### src/rtl/alu_pipe.sv
// alu_pipe: registered, handshaked ALU with an optional iterative multiplier.
//
// Accepts one operation over in_valid/in_ready. Single-cycle opcodes load the
// output register on the acceptance edge. With ALU_MUL_EN defined, opcode 111
// runs a WIDTH-step LSB-first shift-add multiply before loading. Without it,
// opcode 111 is a single-cycle op returning result=0, carry=0. The result and
// flags are held until the sink takes them over out_valid/out_ready.
//
// Optional feature macro: ALU_MUL_EN (iterative unsigned multiply on opcode 111).
//
// Ports:
//   clk        clock, rising edge
//   rst        synchronous active-high reset
//   in_valid   source presents op/a/b
//   in_ready   block can accept an operation this cycle
//   op         opcode, sampled on acceptance
//   a, b       unsigned operands, sampled on acceptance
//   out_valid  result/flags valid
//   out_ready  sink accepts the result this cycle
//   result     registered result
//   carry      carry / borrow / shifted-out bit / multiply high-half nonzero
//   zero       high when the registered result is zero (low after reset)

module alu_pipe #(
    parameter int unsigned WIDTH = 8
) (
    input  logic             clk,
    input  logic             rst,
    input  logic             in_valid,
    output logic             in_ready,
    input  logic [2:0]       op,
    input  logic [WIDTH-1:0] a,
    input  logic [WIDTH-1:0] b,
    output logic             out_valid,
    input  logic             out_ready,
    output logic [WIDTH-1:0] result,
    output logic             carry,
    output logic             zero
);

    typedef enum logic [1:0] {
        StIdle = 2'd0,
`ifdef ALU_MUL_EN
        StMul  = 2'd2,
`endif
        StHold = 2'd1
    } state_e;

    state_e           state_q, state_d;
    logic [WIDTH-1:0] result_q, result_d;
    logic             carry_q, carry_d;
    logic             zero_q, zero_d;

    logic             accept;
    logic [WIDTH-1:0] alu_res;
    logic             alu_carry;

`ifdef ALU_MUL_EN
    localparam int unsigned CntW = $clog2(WIDTH);

    logic [2*WIDTH-1:0] mcand_q, mcand_d;
    logic [WIDTH-1:0]   mplier_q, mplier_d;
    logic [2*WIDTH-1:0] acc_q, acc_d;
    logic [CntW-1:0]    cnt_q, cnt_d;
    logic [2*WIDTH-1:0] acc_step;
`endif

    assign in_ready  = (state_q == StIdle) | ((state_q == StHold) & out_ready);
    assign out_valid = (state_q == StHold);
    assign accept    = in_valid & in_ready;
    assign result    = result_q;
    assign carry     = carry_q;
    assign zero      = zero_q;

    // Single-cycle datapath; opcode 111 yields zero here and is diverted to
    // the multiplier when it is built.
    always_comb begin
        alu_res   = '0;
        alu_carry = 1'b0;
        case (op)
            3'b000: {alu_carry, alu_res} = {1'b0, a} + {1'b0, b};
            3'b001: begin
                alu_res   = a << 1;
                alu_carry = a[WIDTH-1];
            end
            3'b010: alu_res = a & b;
            3'b011: alu_res = a ^ b;
            3'b100: alu_res = WIDTH'(a > b);
            3'b101: begin
                alu_res   = a - b;
                alu_carry = (a < b);
            end
            3'b110: begin
                alu_res   = a >> 1;
                alu_carry = a[0];
            end
            default: begin
                alu_res   = '0;
                alu_carry = 1'b0;
            end
        endcase
    end

`ifdef ALU_MUL_EN
    assign acc_step = mplier_q[0] ? (acc_q + mcand_q) : acc_q;
`endif

    always_comb begin
        state_d  = state_q;
        result_d = result_q;
        carry_d  = carry_q;
        zero_d   = zero_q;
`ifdef ALU_MUL_EN
        mcand_d  = mcand_q;
        mplier_d = mplier_q;
        acc_d    = acc_q;
        cnt_d    = cnt_q;
`endif
        case (state_q)
            StIdle, StHold: begin
                if (accept) begin
`ifdef ALU_MUL_EN
                    if (op == 3'b111) begin
                        mcand_d  = {{WIDTH{1'b0}}, a};
                        mplier_d = b;
                        acc_d    = '0;
                        cnt_d    = '0;
                        state_d  = StMul;
                    end else begin
                        result_d = alu_res;
                        carry_d  = alu_carry;
                        zero_d   = (alu_res == '0);
                        state_d  = StHold;
                    end
`else
                    result_d = alu_res;
                    carry_d  = alu_carry;
                    zero_d   = (alu_res == '0);
                    state_d  = StHold;
`endif
                end else if (state_q == StHold && out_ready) begin
                    state_d = StIdle;
                end
            end
`ifdef ALU_MUL_EN
            StMul: begin
                acc_d    = acc_step;
                mcand_d  = mcand_q << 1;
                mplier_d = mplier_q >> 1;
                cnt_d    = cnt_q + CntW'(1);
                // Last of WIDTH steps: publish the low half, flag a nonzero high half.
                if (cnt_q == CntW'(WIDTH - 1)) begin
                    result_d = acc_step[WIDTH-1:0];
                    carry_d  = |acc_step[2*WIDTH-1:WIDTH];
                    zero_d   = (acc_step[WIDTH-1:0] == '0);
                    state_d  = StHold;
                end
            end
`endif
            default: state_d = StIdle;
        endcase
    end

    always_ff @(posedge clk) begin
        if (rst) begin
            state_q  <= StIdle;
            result_q <= '0;
            carry_q  <= 1'b0;
            zero_q   <= 1'b0;
`ifdef ALU_MUL_EN
            mcand_q  <= '0;
            mplier_q <= '0;
            acc_q    <= '0;
            cnt_q    <= '0;
`endif
        end else begin
            state_q  <= state_d;
            result_q <= result_d;
            carry_q  <= carry_d;
            zero_q   <= zero_d;
`ifdef ALU_MUL_EN
            mcand_q  <= mcand_d;
            mplier_q <= mplier_d;
            acc_q    <= acc_d;
            cnt_q    <= cnt_d;
`endif
        end
    end

endmodule
### config.mk
export PLATFORM = sky130hd
export DESIGN_NAME = alu_pipe
export DESIGN_NICKNAME = d
export VERILOG_FILES = /design/src/rtl/alu_pipe.sv
export SDC_FILE = /design/constraint.sdc
export NUM_CORES = 1
export LEC_CHECK = 0
export BUFFER_PORTS_ARGS = -buffer_cell sky130_fd_sc_hd__buf_2
export CELL_PAD_IN_SITES_DETAIL_PLACEMENT = 1
export CELL_PAD_IN_SITES_GLOBAL_PLACEMENT = 1
export CORE_UTILIZATION = 39
export CTS_CLUSTER_SIZE = 20
export DETAILED_ROUTE_END_ITERATION = 8
export PLACE_DENSITY_LB_ADDON = 0.1
export RECOVER_POWER = 50
export SYNTH_ARGS = -nofsm -noshare
export SYNTH_HDL_FRONTEND = slang
export SYNTH_SLANG_ARGS = --single-unit
### constraint.sdc
create_clock -name clk -period 2.6 [get_ports clk]
set_input_delay 0.26 -clock clk [delete_from_list [all_inputs] [get_ports clk]]
set_output_delay 0.26 -clock clk [all_outputs]
set_load 0.01 [all_outputs]
Word-level counts from Yosys, hierarchy flattened --
Cells that the tools add are included.
Word-level totals: register bits 11, output and inout bits 12
Operators by class: $add $sub $neg 2, magnitude comparators 2, eq/ne operators 6, mux-type cells 4, bitwise gates (word level) 6, reductions and logical operators 8
Operator list (number):
- one-hot mux 8 bit (7 select lines) | 1
- adder 8 x 8 -> 9 bit | 1
- == test 3 bit, second input constant | 3
- AND 8 bit | 1
- > comparator 8 bit | 1
- logical NOT 8 bit | 1
- < comparator 8 bit | 1
- subtractor 8 bit | 1
- bitwise XOR 8 bit | 1
- == test 3 x 2 -> 1 bit, second input constant | 2
- one-hot mux 1 bit (4 select lines) | 1
- OR reduction 2 bit | 2
- == test 3 x 1 -> 1 bit, second input constant | 1
- logical NOT 3 bit | 1
- AND 1 bit | 2
- logical NOT 2 bit | 1
- 2-to-1 mux 1 bit | 2
- AND reduction 2 bit | 1
- nonzero test 2 bit | 1
- logical AND 1 bit | 1
- NOT 1 bit | 1
- OR 1 bit | 1

Logic depth before layout (Yosys ltp) --
depth after elaboration 4, mapped depth 10, mapped depth without buffers 10

Worst setup path before layout --
Ideal clock, no wire load.
path type input port to flip-flop, from input b[1], to register zero_q, in the netlist zero, setup time 0.096 ns, arrival 2.091 ns, data required time 2.504 ns, path slack 0.413 ns, cell stages on the path 8, path buffers 0, path through inv_1 ha_1 nand2b_1 a2111o_1 a41oi_1 a211oi_1 a311o_1 o41ai_2
Between the ends: longest elaborated chain between the ends 3
Ends and longest elaborated chain:
- start: declaration | RTL line 33 | input logic [WIDTH-1:0] b,
- subtractor 8 bit, or another cell as far along | RTL line 90 | alu_res = a - b;
- one-hot mux 8 bit (7 select lines) * | RTL line 80 | case (op)
- logical NOT 8 bit * | RTL line 138 | zero_d = (alu_res == '0);
- end signal: assignment | RTL line 180 | zero_q <= zero_d;
- end: declaration | RTL line 52 | logic zero_q, zero_d;
Mark *: on every way between the ends. The rest lies on a longest branch, timed or not. A chain may end at the register's enable or synchronous reset.

Worst setup path after layout --
from input a[0], to register zero_q, in the netlist zero
Between the ends: longest elaborated chain between the ends 3
Ends and longest elaborated chain:
- start: declaration | RTL line 32 | input logic [WIDTH-1:0] a,
- subtractor 8 bit, or another cell as far along | RTL line 90
- one-hot mux 8 bit (7 select lines) * | RTL line 80
- logical NOT 8 bit * | RTL line 138
Marks and branches as above.

==> impl_metrics.tcl <==
set metrics [dict create \
    worstSetupStartpointType "input pin" \
    layout-drive-gt1-share 0.211 \
    rr_worst_depth 6 \
    p_leak_nw 0.931 \
    crit_path_start "a[0]" \
    final_nets 312 \
    cap_violations 0 \
    crit_chain "buf_2 > buf_4 > inv_1 > ha_1 > inv_1 > fa_1 > xnor2_1 > a211oi_1 > a211o_1 > nor4_1 > nand4_1 > o41ai_2" \
    syn-num-nets 265 \
    skew_ns 0.00194 \
    diodes 0 \
    drc 0 \
    insertion_delay_ns 0.24 \
    reg2reg_to "zero" \
    ys_warn_count 0 \
    firstDrtPassIters 4 \
    setup_viol 0 \
    area.growth.synth_to_final_pct 21.0 \
    syn_area_um2 1690 \
    clk_path_buf_depth 2 \
    cts_buffers 3 \
    rows 23 \
    slowest_stage "fa_1" \
    die-area_um2 4600 \
    dp_hpwl_um 4780 \
    timing.rr.start "state_q[0]" \
    synth_cells 224 \
    yosys-top-cells-area "dfxtp_1, ha_1, a21oi_1" \
    reg2reg_slack_ns 0.91 \
    powerDensity_nw_per_um2 357 \
    worstPathRequired_ns 2.75 \
    synth.distinct_cells 59 \
    wl_per_cell_um 18.4 \
    totalWireLength_um 5900 \
    vias 1915 \
    rsz0062_at_grt "false" \
    fill_cells 549 \
    core_region_area_um2 4090 \
    hold_path_class "in -> reg" \
    max_freq_mhz 414 \
    path_common_cell "inv_1" \
    synth_top_area_cell "dfxtp_1" \
    cts_tree "built" \
    slew_headroom 0.521 \
    clk_pin_slew_ns 0.05 \
    grt_usage 0.271 \
    overflow 0 \
    cp.arrival_ns 2.56 \
    clock-sinks 11 \
    first_iter_violations 117 \
    start_util 0.414 \
    ys_async_sr_fraction 0 \
    final_cells 320 \
    portBuffers 34 \
    path_class "in -> reg" \
    grt_pass1_vias 1738 \
    dp_cells 316 \
    grt_pass1_wl_um 9230 \
    syn_avg_cell_area_um2 7.55 \
    slew_viol_final 0 \
    fp.dieW_um 67.8 \
    die_y_um 67.8 \
    worst-path-max-fanout 3 \
    vias_per_cell 5.98 \
    hold_ws_ns 0.281 \
    boundaryPins 35 \
    cp_slowest_stage_delay_ns 0.43 \
    synth_ff_type "dfxtp_1" \
    antenna_found_initial 0 \
    hold_viol_final 0 \
    cts_resized 0 \
    gp_congestion 0.896 \
    yosysSeqAreaShare 0.130 \
    cp-endpoint "zero" \
    cp-end-kind "register" \
    tightest_slew_ns 0.710 \
    fin_crit_ns 2.42 \
    postCtsSetupBuffers 0 \
    ys_seq_elements 11 \
    hold_buffers 0 \
    clockRootBuffer "clkbuf_8" \
    ctsHtreeMaxLevel 1 \
    status "completed" \
    grt_max_degree 21 \
    final_antenna_net_count 0 \
    irDropWorstVdd_v 0.000442 \
    timing.final.crit_share 0.929 \
    synth_top_area_frac 0.130 \
    synth-edff-count 0 \
]
-- cells in the mapped netlist, drive strengths merged (3+ instances only) --
cell type / instances
nand3: 5
o22ai: 3
o211ai: 5
nor2b: 7
nor2: 17
o21a: 3
o21ai: 9
inv: 22
and2: 3
ha: 16
nand4: 4
buf: 8
and3: 3
dfxtp: 11
nor3: 3
mux2i: 5
a211oi: 6
clkbuf: 4
nand2b: 8
nand2: 8
a31oi: 3
a2bb2oi: 3
mux2: 4
a21oi: 19
or3: 3
-- sequential cells by signal (all words and copies together), names as in the netlist --
| name | count |
|---|---|
| zero | 1 |
| state_q | 1 |
| carry | 1 |
| result | 8 |
-- power by group --
| part | internal, mW | switching, mW |
|---|---|---|
| Combinational | 0.155 | 0.213 |
| Sequential | 0.182 | 0.00714 |
| Clock | 0.106 | 0.0681 |
-- worst max-delay path, delay by kind of cell --
kind                       cells  cell delay (ns)
AOI/OAI and AO/OA              3             0.67
and+or+nand+nor                2             0.48
adders and majority gates      2             0.61
buffers and inverters          4             0.36
xor gates and xnor gates       1             0.19
-- cell type report --
type | instances | area, um2 | area share
Inverter | 22 | 82.6 | 0.0404
Multi-Input combinational cell | 179 | 1330 | 0.648
Timing Repair Buffer | 54 | 308 | 0.150
Clock buffer | 3 | 41.3 | 0.0202
Clock inverter | 1 | 5.00 | 0.00245
Tap cell | 50 | 62.6 | 0.0306
Sequential cell | 11 | 220 | 0.108
-- cell families (layout without fill, tap and decap cells) --
family	after synthesis	count (layout)	synth area share
AOI/OAI and AO/OA	77	77	0.330
xor gates and xnor gates	4	4	0.0207
adders and majority gates	18	18	0.142
buffers and inverters	34	80	0.0851
DFF	11	11	0.130
muxes	9	9	0.0585
and+or+nand+nor	71	71	0.233
-- worst min-delay path by stage --
| stage | cells past startpoint | to | slack [ns] | from |
|---|---|---|---|---|
| floorplan | 2 | state_q[0] | 0.39 | in_valid |
| global placement | 2 | carry | 0.44 | carry |
| detailed placement | 2 | carry | 0.45 | carry |
| CTS | 3 | state_q[0] | 0.28 | in_valid |
| global route | 3 | state_q[0] | 0.29 | in_valid |
| finish | 3 | state_q[0] | 0.28 | in_valid |
-- per-stage QoR --
step            util  setup TNS [ns]  power [mW]  cell area [um2]  worst slack (ns)
6_report       0.501               0       0.731             2050             0.183
4_1_cts        0.504               0       0.733             2060             0.210
5_1_grt        0.501               0       0.779             2050            0.0160
3_3_place_gp   0.492               0       0.551             2010            0.0172
3_5_place_dp   0.492         -0.0331       0.557             2010           -0.0331
2_1_floorplan      -               0       0.423             1690             0.413
-- cell usage in the layout, fill, tap and decap left out, types with 4 or more instances in the layout --
cell       n
o21ai_0    9
a21oi_1   18
nand3_1    5
clkbuf_1  10
buf_2     24
nor2b_1    7
mux2i_1    5
o211ai_1   4
buf_4     20
a211oi_1   6
inv_1     22
dfxtp_1   11
nor2_1    17
ha_1      16
nand2b_1   8
nand4_1    4
nand2_1    8
-- layer usage --
metal	up-vias	global-route usage	routed length [um]
met3	6	0.0450	305
met4	0	0.0156	53
li1	926	-	-
met2	64	0.433	2690
met1	919	0.396	2850
met5	-	0	0
Power figures use the tool's default switching activity.
